**config.mk**
```make
export PLATFORM = sky130hd
export DESIGN_NAME = pattern_scan_ctrl_flat
export DESIGN_NICKNAME = d
export VERILOG_FILES = /design/src/rtl/pattern_scan_pkg.sv /design/src/rtl/pattern_scan_if.sv /design/src/rtl/pattern_window.sv /design/src/rtl/pattern_scan_ctrl.sv /design/src/flat_wrapper.sv
export SDC_FILE = /design/constraint.sdc
export NUM_CORES = 1
export LEC_CHECK = 0
export CAP_MARGIN = 10
export CORE_ASPECT_RATIO = 1.1
export CORE_MARGIN = 1.5
export CORE_UTILIZATION = 60
export CTS_CLUSTER_DIAMETER = 40
export CTS_CLUSTER_SIZE = 40
export DETAILED_ROUTE_END_ITERATION = 10
export GPL_TIMING_DRIVEN = 0
export PLACE_DENSITY = 0.82
export SYNTH_ARGS = -nofsm -noshare
export SYNTH_HDL_FRONTEND = slang
export SYNTH_SLANG_ARGS = --single-unit
```
**constraint.sdc**
```tcl
create_clock -name clk -period 6.9 [get_ports clk]
set_clock_uncertainty 0.05 [all_clocks]
set_input_delay 1.38 -clock clk [delete_from_list [all_inputs] [get_ports clk]]
set_output_delay 1.38 -clock clk [all_outputs]
set_load 0.05 [all_outputs]
```
**src/rtl/pattern_scan_pkg.sv**
```systemverilog
// pattern_scan_pkg
//   Shared definitions for the programmable serial pattern-scan controller:
//   controller state encoding (one-hot), default field widths and the
//   clamping helpers applied to configuration fields when they are latched.
package pattern_scan_pkg;

    // One-hot controller states.
    typedef enum logic [2:0] {
        ST_IDLE   = 3'b001,
        ST_SCAN   = 3'b010,
        ST_FINISH = 3'b100
    } state_t;

    // Default field widths.
    localparam int unsigned PAT_W_DEF = 8;   // maximum pattern length in bits
    localparam int unsigned CNT_W_DEF = 8;   // match target / match counter width
    localparam int unsigned TMO_W_DEF = 16;  // timeout counter width

    // Pattern length: 0 behaves as 1, anything above max_len behaves as max_len.
    function automatic int unsigned clamp_len(input int unsigned len,
                                              input int unsigned max_len);
        if (len == 0) begin
            return 1;
        end else if (len > max_len) begin
            return max_len;
        end
        return len;
    endfunction

    // Match target: 0 behaves as 1.
    function automatic int unsigned clamp_min1(input int unsigned value);
        return (value == 0) ? 1 : value;
    endfunction

endpackage

```
**src/rtl/pattern_scan_if.sv**
```systemverilog
// pattern_scan_if
//   Bundles the configuration port, scan control, serial data input and
//   status outputs of pattern_scan_ctrl.
//   master : control/register side (drives cfg_*, start, abort, data_valid, data)
//   slave  : pattern_scan_ctrl (drives busy, match, match_cnt, done, timeout_err)
//   Signals:
//     cfg_we, cfg_pat, cfg_len, cfg_target, cfg_overlap, cfg_timeout - config write
//     start, abort            - scan control
//     data_valid, data        - qualified serial bit stream
//     busy, match, match_cnt, done, timeout_err - status
interface pattern_scan_if #(
    parameter int unsigned PAT_W = 8,
    parameter int unsigned LEN_W = $clog2(PAT_W + 1),
    parameter int unsigned CNT_W = 8,
    parameter int unsigned TMO_W = 16
);
    logic             cfg_we;
    logic [PAT_W-1:0] cfg_pat;
    logic [LEN_W-1:0] cfg_len;
    logic [CNT_W-1:0] cfg_target;
    logic             cfg_overlap;
    logic [TMO_W-1:0] cfg_timeout;
    logic             start;
    logic             abort;
    logic             data_valid;
    logic             data;
    logic             busy;
    logic             match;
    logic [CNT_W-1:0] match_cnt;
    logic             done;
    logic             timeout_err;

    modport master (
        output cfg_we, cfg_pat, cfg_len, cfg_target, cfg_overlap, cfg_timeout,
        output start, abort, data_valid, data,
        input  busy, match, match_cnt, done, timeout_err
    );

    modport slave (
        input  cfg_we, cfg_pat, cfg_len, cfg_target, cfg_overlap, cfg_timeout,
        input  start, abort, data_valid, data,
        output busy, match, match_cnt, done, timeout_err
    );

endinterface

```
**src/rtl/pattern_window.sv**
```systemverilog
// pattern_window
//   Serial shift window with a saturating count of bits seen since the last
//   restart and a length-masked compare against the programmed pattern.
//   Ports:
//     clk, rst  - clock, synchronous active-high reset
//     clr       - clears window and bit count (scan start)
//     shift     - a qualified bit is present on data this cycle
//     data      - serial bit
//     pat, len  - pattern and (already clamped) length
//     restart   - restart bit counting after this edge (non-overlap hit)
//     hit       - combinational: the window including this bit matches
module pattern_window #(
    parameter int unsigned PAT_W = 8,
    parameter int unsigned LEN_W = $clog2(PAT_W + 1)
) (
    input  logic             clk,
    input  logic             rst,
    input  logic             clr,
    input  logic             shift,
    input  logic             data,
    input  logic [PAT_W-1:0] pat,
    input  logic [LEN_W-1:0] len,
    input  logic             restart,
    output logic             hit
);

    logic [PAT_W-1:0] win;
    logic [PAT_W-1:0] win_next;
    logic [PAT_W-1:0] mask;
    logic [LEN_W-1:0] bits_seen;

    // The newest bit enters at bit 0, so the last len bits received line up
    // with pat[len-1:0] (pat[len-1] being the oldest of them).
    always_comb begin
        win_next = {win[PAT_W-2:0], data};
        mask     = '0;
        for (int unsigned i = 0; i < PAT_W; i++) begin
            mask[i] = (i < 32'(len));
        end
        hit = shift
            && ((32'(bits_seen) + 32'd1) >= 32'(len))
            && (((win_next ^ pat) & mask) == '0);
    end

    always_ff @(posedge clk) begin
        if (rst || clr) begin
            win       <= '0;
            bits_seen <= '0;
        end else if (shift) begin
            win <= win_next;
            // After a non-overlapping hit the old bits stay in the window but
            // are not counted, so they cannot contribute to the next hit.
            if (restart) begin
                bits_seen <= '0;
            end else if (bits_seen < len) begin
                bits_seen <= bits_seen + 1'b1;
            end
        end
    end

endmodule

```
**src/rtl/pattern_scan_ctrl.sv**
```systemverilog
// pattern_scan_ctrl
//   Arms, configures and sequences a programmable serial bit-pattern detector.
//   Configuration is latched only while idle; a scan counts pattern hits and
//   ends with done (target reached), timeout_err (no hit within the window)
//   or an abort (no pulse).
//   Ports:
//     clk  - clock, rising edge
//     rst  - synchronous active-high reset
//     bus  - pattern_scan_if.slave: config, start/abort, data stream, status
module pattern_scan_ctrl
    import pattern_scan_pkg::*;
#(
    parameter int unsigned PAT_W = PAT_W_DEF,
    parameter int unsigned LEN_W = $clog2(PAT_W + 1),
    parameter int unsigned CNT_W = CNT_W_DEF,
    parameter int unsigned TMO_W = TMO_W_DEF
) (
    input logic           clk,
    input logic           rst,
    pattern_scan_if.slave bus
);

    typedef struct packed {
        logic [PAT_W-1:0] pat;
        logic [LEN_W-1:0] len;
        logic [CNT_W-1:0] target;
        logic             overlap;
        logic [TMO_W-1:0] timeout;
    } cfg_t;

    localparam logic [CNT_W:0] CNT_ONE = (CNT_W + 1)'(1);

    state_t           state;
    state_t           state_next;
    cfg_t             cfg_q;
    logic [CNT_W-1:0] match_cnt;
    logic [TMO_W-1:0] timer;
    logic             match_q;
    logic             done_q;
    logic             tmo_q;

    logic             cfg_take;
    logic             start_scan;
    logic             scan_go;
    logic             shift;
    logic             hit;
    logic             term_hit;
    logic             tmo_fire;
    logic [CNT_W-1:0] cnt_inc;

    // ------------------------------------------------------------------
    // Window / compare datapath
    // ------------------------------------------------------------------
    pattern_window #(
        .PAT_W (PAT_W),
        .LEN_W (LEN_W)
    ) u_window (
        .clk     (clk),
        .rst     (rst),
        .clr     (start_scan),
        .shift   (shift),
        .data    (bus.data),
        .pat     (cfg_q.pat),
        .len     (cfg_q.len),
        .restart (hit && !cfg_q.overlap),
        .hit     (hit)
    );

    // ------------------------------------------------------------------
    // FSM: state register
    // ------------------------------------------------------------------
    always_ff @(posedge clk) begin
        if (rst) begin
            state <= ST_IDLE;
        end else begin
            state <= state_next;
        end
    end

    // ------------------------------------------------------------------
    // FSM: next state and scan qualifiers
    // ------------------------------------------------------------------
    always_comb begin
        state_next = state;
        cfg_take   = (state == ST_IDLE) && bus.cfg_we;
        start_scan = (state == ST_IDLE) && bus.start;
        // abort outranks everything: it blocks shifting, hits and timeout.
        scan_go    = (state == ST_SCAN) && !bus.abort;
        shift      = scan_go && bus.data_valid;
        cnt_inc    = (match_cnt == '1) ? match_cnt : match_cnt + 1'b1;
        term_hit   = hit && (({1'b0, match_cnt} + CNT_ONE) >= {1'b0, cfg_q.target});
        // A hit on the same edge wins over the timeout.
        tmo_fire   = scan_go
                  && (cfg_q.timeout != '0)
                  && (timer == cfg_q.timeout - 1'b1)
                  && !hit;

        case (state)
            ST_IDLE: begin
                if (bus.start) begin
                    state_next = ST_SCAN;
                end
            end
            ST_SCAN: begin
                if (bus.abort) begin
                    state_next = ST_IDLE;
                end else if (term_hit || tmo_fire) begin
                    state_next = ST_FINISH;
                end
            end
            ST_FINISH: begin
                state_next = ST_IDLE;
            end
            default: begin
                state_next = ST_IDLE;
            end
        endcase
    end

    // ------------------------------------------------------------------
    // Configuration registers (clamped at latch time)
    // ------------------------------------------------------------------
    always_ff @(posedge clk) begin
        if (rst) begin
            cfg_q.pat     <= '0;
            cfg_q.len     <= LEN_W'(PAT_W);
            cfg_q.target  <= CNT_W'(1);
            cfg_q.overlap <= 1'b1;
            cfg_q.timeout <= '0;
        end else if (cfg_take) begin
            cfg_q.pat     <= bus.cfg_pat;
            cfg_q.len     <= LEN_W'(clamp_len(32'(bus.cfg_len), PAT_W));
            cfg_q.target  <= CNT_W'(clamp_min1(32'(bus.cfg_target)));
            cfg_q.overlap <= bus.cfg_overlap;
            cfg_q.timeout <= bus.cfg_timeout;
        end
    end

    // ------------------------------------------------------------------
    // Match counter, timer and status pulses
    // ------------------------------------------------------------------
    always_ff @(posedge clk) begin
        if (rst) begin
            match_cnt <= '0;
            timer     <= '0;
            match_q   <= 1'b0;
            done_q    <= 1'b0;
            tmo_q     <= 1'b0;
        end else begin
            match_q <= hit;
            done_q  <= term_hit;
            tmo_q   <= tmo_fire;
            if (start_scan) begin
                match_cnt <= '0;
                timer     <= '0;
            end else if (hit) begin
                match_cnt <= cnt_inc;
                timer     <= '0;
            end else if (scan_go) begin
                timer <= timer + 1'b1;
            end
        end
    end

    // busy covers FINISH so it falls one cycle after the terminating pulse.
    assign bus.busy        = (state != ST_IDLE);
    assign bus.match       = match_q;
    assign bus.match_cnt   = match_cnt;
    assign bus.done        = done_q;
    assign bus.timeout_err = tmo_q;

endmodule

```
**src/flat_wrapper.sv**
```systemverilog
// flat-port wrapper written by rule: the top's interface ports become plain ports
module pattern_scan_ctrl_flat import pattern_scan_pkg::*;
#(
    parameter int unsigned PAT_W = PAT_W_DEF,
    parameter int unsigned LEN_W = $clog2(PAT_W + 1),
    parameter int unsigned CNT_W = CNT_W_DEF,
    parameter int unsigned TMO_W = TMO_W_DEF
)
  (clk, rst, bus_cfg_we, bus_cfg_pat, bus_cfg_len, bus_cfg_target, bus_cfg_overlap, bus_cfg_timeout, bus_start, bus_abort, bus_data_valid, bus_data, bus_busy, bus_match, bus_match_cnt, bus_done, bus_timeout_err);
  pattern_scan_if #(.PAT_W(PAT_W), .LEN_W(LEN_W), .CNT_W(CNT_W), .TMO_W(TMO_W)) bus_i ();
  input logic clk;
  input logic rst;
  input wire logic [$bits(bus_i.cfg_we)-1:0] bus_cfg_we;
  input wire logic [$bits(bus_i.cfg_pat)-1:0] bus_cfg_pat;
  input wire logic [$bits(bus_i.cfg_len)-1:0] bus_cfg_len;
  input wire logic [$bits(bus_i.cfg_target)-1:0] bus_cfg_target;
  input wire logic [$bits(bus_i.cfg_overlap)-1:0] bus_cfg_overlap;
  input wire logic [$bits(bus_i.cfg_timeout)-1:0] bus_cfg_timeout;
  input wire logic [$bits(bus_i.start)-1:0] bus_start;
  input wire logic [$bits(bus_i.abort)-1:0] bus_abort;
  input wire logic [$bits(bus_i.data_valid)-1:0] bus_data_valid;
  input wire logic [$bits(bus_i.data)-1:0] bus_data;
  output wire logic [$bits(bus_i.busy)-1:0] bus_busy;
  output wire logic [$bits(bus_i.match)-1:0] bus_match;
  output wire logic [$bits(bus_i.match_cnt)-1:0] bus_match_cnt;
  output wire logic [$bits(bus_i.done)-1:0] bus_done;
  output wire logic [$bits(bus_i.timeout_err)-1:0] bus_timeout_err;
  assign bus_i.cfg_we = bus_cfg_we;
  assign bus_i.cfg_pat = bus_cfg_pat;
  assign bus_i.cfg_len = bus_cfg_len;
  assign bus_i.cfg_target = bus_cfg_target;
  assign bus_i.cfg_overlap = bus_cfg_overlap;
  assign bus_i.cfg_timeout = bus_cfg_timeout;
  assign bus_i.start = bus_start;
  assign bus_i.abort = bus_abort;
  assign bus_i.data_valid = bus_data_valid;
  assign bus_i.data = bus_data;
  assign bus_busy = bus_i.busy;
  assign bus_match = bus_i.match;
  assign bus_match_cnt = bus_i.match_cnt;
  assign bus_done = bus_i.done;
  assign bus_timeout_err = bus_i.timeout_err;
  pattern_scan_ctrl #(.PAT_W(PAT_W), .LEN_W(LEN_W), .CNT_W(CNT_W), .TMO_W(TMO_W)) u_core (.clk(clk), .rst(rst), .bus(bus_i));
endmodule
```
==> impl_metrics.yaml, run 1 <==
die:
  io_pins: 56
  core_um2: 6970
  die_area_um2: 7680
  die_h_um: 91.7
  rows: 32
  initial_utilization_pct: 61.7
  die_w_um: 83.7
yosys:
  syn_area_um2: 4300
  yosys.area.top_type: "dfxtp_1"
  synth.distinct_cells: 62
  ys_seq_elements: 78
  synth.most_common_cell: "nand2_1"
  yosys-top-cells-area: "dfxtp_1, nand2_1, xor2_1, ha_1, a21oi_1"
  synthesis.nets: 596
  synth-edff-count: 0
  yosys_warnings: 0
  syn_inst: 532
  syn_area_per_cell_um2: 8.07
  ys.flop_type: "dfxtp_1"
  synth_top_area_share_pct: 36.4
  async_flop_share_pct: 0
  ys_seq_area_share_pct: 36.4
  synth_common_cells: "nand2_1, dfxtp_1, nor2_1"
cts:
  post_cts_resized: 0
  cts-root-buf: "clkbuf_8"
  post_cts_buffers: 0
  clkLatencyLatePin_ps: 350
  cts.sinks: 78
  htreeDepth: 3
  numCtsBuffers: 9
  clockBufferDepth: 2
  ctsHoldBuffers: 0
  tritoncts: "done"
  clk_pin_slew_worst_paths_ps: 80
placed_design:
  port_buffers: 55
  place_hpwl_um: 7760
  dp_slack_ps: 2710
  globalplace.congestion: 0.927
setup_path:
  crit_fanout: 10
  crit_type: "input pin to flip-flop"
  reg2reg_slack_ps: 3840
  crit_arrival_ps: 3990
  r2r-end: "u_core.state[1]$_SDFFE_PP0P_"
  r2r_start: "u_core.cfg_q[1]$_SDFFE_PP0P_"
  slowest_stage: "nor4b_4"
  cp-end-kind: "flip-flop"
  cpPeakStageDelay_ps: 590
  required_ps: 7090
  ff2ff_path_depth: 10
  worst_setup_path_start_kind: "input pin"
  worstPathCellList: "clkdlybuf4s50_1, nor4b_4, and2_2, nand4_1, or4_1, nand2_1, buf_2, nor2_1"
drt:
  ant_nets: 0
  remaining_drc_errors: 0
  wl_per_cell_um: 15.2
  viasPerCell: 5.78
  first_pass_iters: 8
  drt_first_iter_violations: 253
  wirelength_um: 10500
  via_count: 3976
pwr:
  pwr-share-comb_pct: 17.7
  vdd_drop_max_mv: 0.143
  p_int_mw: 0.751
  p_switching_mw: 0.287
  sw_frac_of_total_pct: 27.7
  p_clk_share_pct: 36.0
  leakage_nw: 1.98
  cellPowerDensity_nw_per_um2: 201
  pwr-share-seq_pct: 46.3
sta:
  rsz0062_at_grt: "no"
  fin_crit_ps: 3800
  worst_slew_pin_slew_ps: 722
  final.period_utilization_pct: 55.1
  slew_violations: 0
  setup_ws_ps: 3100
  finalSetupTns_ps: 0
  max_freq_mhz: 263
  slew_headroom_pct: 51.4
  setup_violations: 0
  final_hold_viol_count: 0
min_path:
  hp-class: "flip-flop to flip-flop"
  min_path_cells: 2
  hold_end: "u_core.cfg_q[19]$_SDFFE_PP0P_"
  hold_start: "u_core.cfg_q[19]$_SDFFE_PP0P_"
grt:
  antenna_found_initial: 0
  grt.total_usage_pct: 28.1
  grt_max_degree: 14
  gr-total-overflow: 0
  grt_pass1_wl_um: 17300
  grt_pass1_vias: 3812
outcome:
  status: "finished clean"
finish:
  antenna_cells: 0
  seq_area_um2: 1560
  syn2layout_area_growth_pct: 20.3
  nets: 662
  final_core_util_pct: 74.2
  multi_input_area_um2: 2550
  n_fill_cell: 568
  drive_above_1_share_pct: 6.63
job:
  timing.max_cap.violations: 0
==> cell usage in the layout (no fill, tap or decap), drive strengths merged, types with 4 or more instances in the layout <==
| cell type | n |
|---|---|
| nand2 | 109 |
| clkdlybuf4s50 | 55 |
| nand4 | 9 |
| or4 | 4 |
| o21ai | 11 |
| nor2 | 50 |
| a21oi | 49 |
| nor3 | 11 |
| a21o | 4 |
| a32o | 5 |
| dfxtp | 78 |
| nor4 | 5 |
| ha | 20 |
| and2 | 5 |
| and3 | 8 |
| clkbuf | 25 |
| xor2 | 34 |
| nand3 | 15 |
| buf | 8 |
| xnor2 | 26 |
| inv | 18 |
==> worst max-delay path, delay by kind of cell <==
kind | cells | cell delay (ps)
buf+inv | 2 | 710
simple gates | 6 | 1890
==> power groups by stage <==
stage               registers [mW]  logic [mW]  clock network [mW]
floorplan                    0.486       0.121                   0
global placement             0.490       0.174                   0
detailed placement           0.491       0.179                   0
CTS                          0.480       0.182               0.374
global route                 0.482       0.200               0.395
finish                       0.481       0.183               0.374
==> routing by layer <==
metal | global-route usage [%] | wire (um) | vias to the layer above
met4 | 15.7 | 397 | 0
li1 | - | - | 1951
met2 | 50.8 | 5300 | 145
met1 | 31.7 | 4190 | 1846
met3 | 3.87 | 573 | 34
met5 | 0 | 0 | -
==> logic make-up (layout without fill, tap and decap cells) <==
kind of cell	Yosys count	in the layout	synth area share [%]
xor+xnor	60	60	12.2
buf+inv	41	112	4.19
mux	2	2	0.466
compound gates	95	95	14.0
flops	78	78	36.4
simple gates	236	236	27.0
fa+ha+maj	20	20	5.83
==> metrics by stage <==
stage | cell area (um^2) | std cells | power, mW | hold slack [ps]
floorplan | 4300 | 532 | 0.607 | 386
global placement | 4950 | 672 | 0.664 | 394
detailed placement | 4950 | 672 | 0.669 | 406
CTS | 5170 | 688 | 1.04 | 418
global route | 5170 | 688 | 1.08 | 440
finish | 5170 | 688 | 1.04 | 413
==> state kept, by name, indices dropped and copies added (netlist names) <==
register and flops:
u_core.bus.match 1, u_core.bus.done 1, u_core.state 3, u_core.u_window.win 7, u_core.bus.match_cnt 8, u_core.bus.timeout_err 1, u_core.timer 16, u_core.cfg_q 37
u_core.u_window.bits_seen 4
==> worst max-delay path by stage <==
| stage | start | endpoint | slack (ps) | cells past startpoint |
|---|---|---|---|---|
| after global routing | bus_abort | u_core.timer[13]$_SDFFE_PP0P_ | 2930 | 8 |
| after global placement | bus_abort | u_core.u_window.bits_seen[3]$_SDFFE_PP0P_ | 2800 | 9 |
| after CTS | bus_abort | u_core.timer[12]$_SDFFE_PP0P_ | 3100 | 8 |
| after detailed placement | bus_abort | u_core.timer[6]$_SDFFE_PP0P_ | 2710 | 8 |
| final | bus_abort | u_core.timer[12]$_SDFFE_PP0P_ | 3100 | 8 |
| after floorplan | bus_abort | u_core.state[1]$_SDFFE_PP0P_ | 3560 | 6 |
==> area by class of cell <==
type | instances | area share, %
buffer | 23 | 2.18
clock inverter | 6 | 1.67
sequential | 78 | 30.2
inverter | 18 | 1.31
timing repair buffer | 55 | 10.7
tap | 85 | 2.06
multi-input combinational | 413 | 49.4
clock buffer | 10 | 2.47
Note: power is estimated with default switching activity, not from simulation.
==> run 2: changes to the inputs <==
--- a/config.mk
+++ b/config.mk
@@ -8,12 +8,12 @@
 export CAP_MARGIN = 10
 export CORE_ASPECT_RATIO = 1.1
 export CORE_MARGIN = 1.5
-export CORE_UTILIZATION = 60
+export CORE_UTILIZATION = 50
 export CTS_CLUSTER_DIAMETER = 40
 export CTS_CLUSTER_SIZE = 40
 export DETAILED_ROUTE_END_ITERATION = 10
 export GPL_TIMING_DRIVEN = 0
-export PLACE_DENSITY = 0.82
+export PLACE_DENSITY = 0.72
 export SYNTH_ARGS = -nofsm -noshare
 export SYNTH_HDL_FRONTEND = slang
 export SYNTH_SLANG_ARGS = --single-unit
==> constraint.sdc (replaced) <==
create_clock -name clk -period 3.4 [get_ports clk]
set_clock_uncertainty 0.05 [all_clocks]
set_input_delay 0.68 -clock clk [delete_from_list [all_inputs] [get_ports clk]]
set_output_delay 0.68 -clock clk [all_outputs]
set_load 0.05 [all_outputs]
==> run 2 against run 1 <==
Compared with the run above:
- sequential power up 100%
- non-clock buffer count did not move
- sequential share of layout area increased by 0.11 points
- first-iteration DRC count shrank 9.5%
- combinational power grew 99%
- core utilization fell by 13 points
- cell count increased by 3.5%
- total power up 88%
==> impl_metrics.yaml, run 2 (synthesis gave the netlist of run 1 again) <==
finish:
  multi_input_area_um2: 2550
  antenna_cells: 0
  drive_above_1_share_pct: 6.49
  largest_register: "u_core.cfg_q"
  seq_area_um2: 1560
  mostFrequentLayoutCell: "nand2_1"
  final_cell_mix: "nand2_1, dfxtp_1, clkdlybuf4s50_1, nor2_1, a21oi_1"
  syn2layout_area_growth_pct: 19.8
  final_core_util_pct: 61.5
  final_cell_area_um2: 5150
  largest_reg_flops: 37
  nets: 662
  n_fill_cell: 767
  reg_top3: "u_core.cfg_q (37), u_core.timer (16), u_core.bus.match_cnt (8)"
  fin_cells: 712
sta:
  final.period_utilization_pct: 91.5
  slew_headroom_pct: 54.1
  fin_crit_ps: 3110
  setup_violations: 0
  finalSetupTns_ps: 0
  worst_slew_pin_slew_ps: 682
  slew_violations: 0
  max_freq_mhz: 322
  rsz0062_at_grt: "no"
  holdWs_ps: 415
  final_hold_viol_count: 0
cts:
  post_cts_buffers: 0
  ctsHoldBuffers: 0
  cts-root-buf: "clkbuf_8"
  post_cts_resized: 0
  tritoncts: "done"
  clockBufferDepth: 2
  numCtsBuffers: 9
  htreeDepth: 3
  clk_pin_slew_worst_paths_ps: 80
  clkLatencyLatePin_ps: 350
  cts.sinks: 78
setup_path:
  required_ps: 3590
  ff2ff_path_depth: 10
  r2r_start: "u_core.cfg_q[1]$_SDFFE_PP0P_"
  worst_setup_path_start_kind: "input pin"
  crit_arrival_ps: 3300
  cp-end-kind: "flip-flop"
  reg2reg_slack_ps: 360
  crit_fanout: 10
  crit_type: "input pin to flip-flop"
  r2r-end: "u_core.state[1]$_SDFFE_PP0P_"
drt:
  wl_per_cell_um: 14.6
  remaining_drc_errors: 0
  first_pass_iters: 4
  wirelength_um: 10400
  drt_first_iter_violations: 229
  via_count: 3889
  viasPerCell: 5.46
  ant_nets: 0
grt:
  grt_pass1_wl_um: 17400
  grt_pass1_vias: 3697
  grt.total_usage_pct: 23.7
  antenna_found_initial: 0
  grt_max_degree: 13
  gr-total-overflow: 0
job:
  timing.max_cap.violations: 0
outcome:
  status: "finished clean"
min_path:
  hold_end: "u_core.cfg_q[20]$_SDFFE_PP0P_"
  min_path_cells: 2
  hp-class: "flip-flop to flip-flop"
  hold_start: "u_core.cfg_q[20]$_SDFFE_PP0P_"
die:
  initial_utilization_pct: 51.4
  core_um2: 8360
  io_pins: 56
  die_area_um2: 9160
  die_h_um: 100
  die_w_um: 91.4
  rows: 35
pwr:
  cellPowerDensity_nw_per_um2: 379
  vdd_drop_max_mv: 0.213
  leakage_nw: 1.96
placed_design:
  port_buffers: 55
  place_hpwl_um: 7920
  post-place-cells: 698
  globalplace.congestion: 0.919
  place_area_um2: 4980
run 2: changes by cell type in the layout (fill, tap and decap cells not counted):
cell | previous run | this run
clkinvlp_4 | 1 | 2
clkbuf_1 | 16 | 15
clkbuf_8 | 9 | 10
bufinv_16 | 2 | 0
clkinv_4 | 1 | 0
run 2: critical path: stages:
cell and delay, ps:
clkdlybuf4s50_1 440, nor4b_4 580, nand3_2 130, a2111oi_2 380
o2111ai_1 210, or4_4 600, a32o_1 270
run 2: layer usage:
layer  part of all wire [%]  GRT usage, %
met4                    3.0          11.5
met1                     44          28.8
met2                     49          40.8
met5                      0             0
met3                    4.5          4.09
run 2: how the worst max path moves through the flow:
stage                                                    start                                         to  slack, ps  cells after the start
after CTS                                            bus_abort               u_core.state[1]$_SDFFE_PP0P_        320                      7
final                                                bus_abort               u_core.state[1]$_SDFFE_PP0P_        290                      7
after global placement                               bus_abort  u_core.u_window.bits_seen[3]$_SDFFE_PP0P_        -20                      9
after global routing                                 bus_abort  u_core.u_window.bits_seen[0]$_SDFFE_PP0P_        170                      9
after detailed placement                             bus_abort               u_core.state[1]$_SDFFE_PP0P_        -50                      7
after floorplan           u_core.bus.match_cnt[0]$_SDFFE_PP0P_               u_core.state[1]$_SDFFE_PP0P_        710                      9
run 2: final cells by class:
type,instances,area share [%]
Tap cell,111,2.70
Clock buffer,10,2.67
Buffer,23,2.19
Clock inverter,4,0.486
Sequential cell,78,30.3
Multi-Input combinational cell,413,49.6
Timing Repair Buffer,55,10.7
Inverter,18,1.31
run 2: report_power, final:
part | internal [mW] | switching (mW) | total, mW
logic | 0.167 | 0.198 | 0.365
registers | 0.943 | 0.0304 | 0.974
clock network | 0.274 | 0.337 | 0.612
run 2: metrics by stage:
step,setup slack (ps),power (mW)
4_1_cts,320,1.96
3_3_place_gp,-24.3,1.35
5_1_grt,173,2.04
3_5_place_dp,-46.4,1.36
6_report,290,1.95
2_1_floorplan,712,1.23
==> run 3: changes to the inputs <==
==> constraint.sdc (replaced) <==
create_clock -name clk -period 2.6 [get_ports clk]
set_clock_uncertainty 0.05 [all_clocks]
set_input_delay 0.52 -clock clk [delete_from_list [all_inputs] [get_ports clk]]
set_output_delay 0.52 -clock clk [all_outputs]
set_load 0.05 [all_outputs]
==> run 3 against run 2 <==
Compared with the run above:
- clock-buffer cell count fell by 1
- total power up 38%
- largest cell class unchanged
- non-clock buffer count up 8
- critical endpoint unchanged
- register-to-register slack got worse by 350 ps
- global-route usage up 0.23 points
- worst hold slack worse by 4.7 ps
- via count is 1.5% higher
- clock power rose by 44%
- sequential cell count stayed put
- wire length up 2.0%
- sequential share of layout area down 1.1 points
==> impl_metrics.yaml, run 3 (synthesis gave the netlist of run 1 again) <==
sta:
  final.period_utilization_pct: 99.7
  max_freq_mhz: 386
  slew_violations: 0
  final_hold_viol_count: 0
  slew_headroom_pct: 60.6
  setup_violations: 0
  worst_slew_pin_slew_ps: 591
  fin_crit_ps: 2590
  finalSetupTns_ps: 0
  setup_ws_ps: 7.93
  rsz0062_at_grt: "yes"
cts:
  numCtsBuffers: 9
  clockBufferDepth: 2
  htreeDepth: 3
  clk_pin_slew_worst_paths_ps: 90
  cts-root-buf: "clkbuf_8"
  tritoncts: "done"
  ctsHoldBuffers: 0
  cts.sinks: 78
  clkLatencyLatePin_ps: 370
setup_path:
  cp-end-kind: "flip-flop"
  crit_arrival_ps: 2790
  crit_type: "flip-flop to flip-flop"
  required_ps: 2800
  worst_setup_path_start_kind: "flip-flop"
  crit_fanout: 6
grt:
  antenna_found_initial: 0
  gr-total-overflow: 0
  grt.total_usage_pct: 24.0
  grt_max_degree: 17
  grt_pass1_wl_um: 17500
  grt_pass1_vias: 3731
finish:
  multi_input_area_um2: 2690
  drive_above_1_share_pct: 13.1
  mostFrequentLayoutCell: "nand2_1"
  final_cell_mix: "nand2_1, dfxtp_1, clkdlybuf4s50_1, a21oi_1, nor2_1"
  largest_register: "u_core.cfg_q"
  antenna_cells: 0
  largest_reg_flops: 37
  reg_top3: "u_core.cfg_q (37), u_core.timer (16), u_core.bus.match_cnt (8)"
  nets: 670
  syn2layout_area_growth_pct: 25.5
  final_core_util_pct: 64.5
  seq_area_um2: 1580
  n_fill_cell: 743
drt:
  wl_per_cell_um: 14.6
  ant_nets: 0
  viasPerCell: 5.47
  first_pass_iters: 5
  drt_first_iter_violations: 193
  via_count: 3946
  wirelength_um: 10600
  remaining_drc_errors: 0
pwr:
  vdd_drop_max_mv: 0.227
  power_mw: 2.68
  leakage_nw: 2.05
  cellPowerDensity_nw_per_um2: 498
die:
  core_um2: 8360
  initial_utilization_pct: 51.4
  rows: 35
  die_area_um2: 9160
  die_w_um: 91.4
  die_h_um: 100
  io_pins: 56
placed_design:
  place_hpwl_um: 7710
  dp_slack_ps: -615
  globalplace.congestion: 0.869
  port_buffers: 55
min_path:
  hp-class: "flip-flop to flip-flop"
outcome:
  status: "finished clean"
job:
  timing.max_cap.violations: 0
==> run 3: cell types whose count changed in the layout (fill, tap and decap cells not counted), moves of 3 or more <==
cell	before	now
inv_6	0	3
dfxtp_1	78	70
dfxtp_2	0	6
buf_4	2	10
==> run 3: final timing paths <==
check	start	to	slack, ps	depth (start not counted)
worst max-delay path	u_core.cfg_q[0]$_SDFFE_PP0P_	u_core.state[1]$_SDFFE_PP0P_	8	10
worst min-delay path	u_core.cfg_q[23]$_SDFFE_PP0P_	u_core.cfg_q[23]$_SDFFE_PP0P_	410	2
worst max register to register	u_core.cfg_q[0]$_SDFFE_PP0P_	u_core.state[1]$_SDFFE_PP0P_	8	10
worst min register to register	u_core.cfg_q[23]$_SDFFE_PP0P_	u_core.cfg_q[23]$_SDFFE_PP0P_	410	2
==> run 3: critical path, stage by stage (launching register included) <==
cell	delay, ps
dfxtp_2	320
buf_6	120
inv_4	50
ha_4	120
buf_6	110
or4b_4	500
buf_6	150
nor4_4	240
a21oi_1	70
or4_4	510
a32o_1	240
==> run 3: power by group <==
part / total (mW) / internal (mW) / switching, mW
logic: 0.529 / 0.250 / 0.279
registers: 1.27 / 1.23 / 0.0411
clock network: 0.880 / 0.370 / 0.510
==> run 3: per-layer routing <==
layer  GRT usage [%]  wire, um
met5               0         0
met4            8.29       199
met3            3.94       556
met2            41.0      4950
met1            30.6      4860
==> run 3: what timing repair did <==
action / in CTS / in global routing
resized for setup: 21 / 19
endpoints found under the setup margin: 24 / 26
cloned: 0 / 0
pin swaps: 8 / 4
buffers inserted: 9 / 0
==> run 3: cell type report <==
type / instances / area share [%]
buffer: 22 / 2.11
clock inverter: 7 / 1.16
inverter: 18 / 1.30
tap: 111 / 2.58
sequential: 78 / 29.2
clock buffer: 9 / 2.30
multi-input combinational: 413 / 49.8
timing repair buffer: 64 / 11.5
==> run 3: through the flow <==
stage	instance area [um^2]	hold slack, ps	cells
finish	5390	410	722
CTS	5320	412	722
detailed placement	4990	400	698
global placement	4990	396	698
global route	5390	441	722
floorplan	4300	386	532
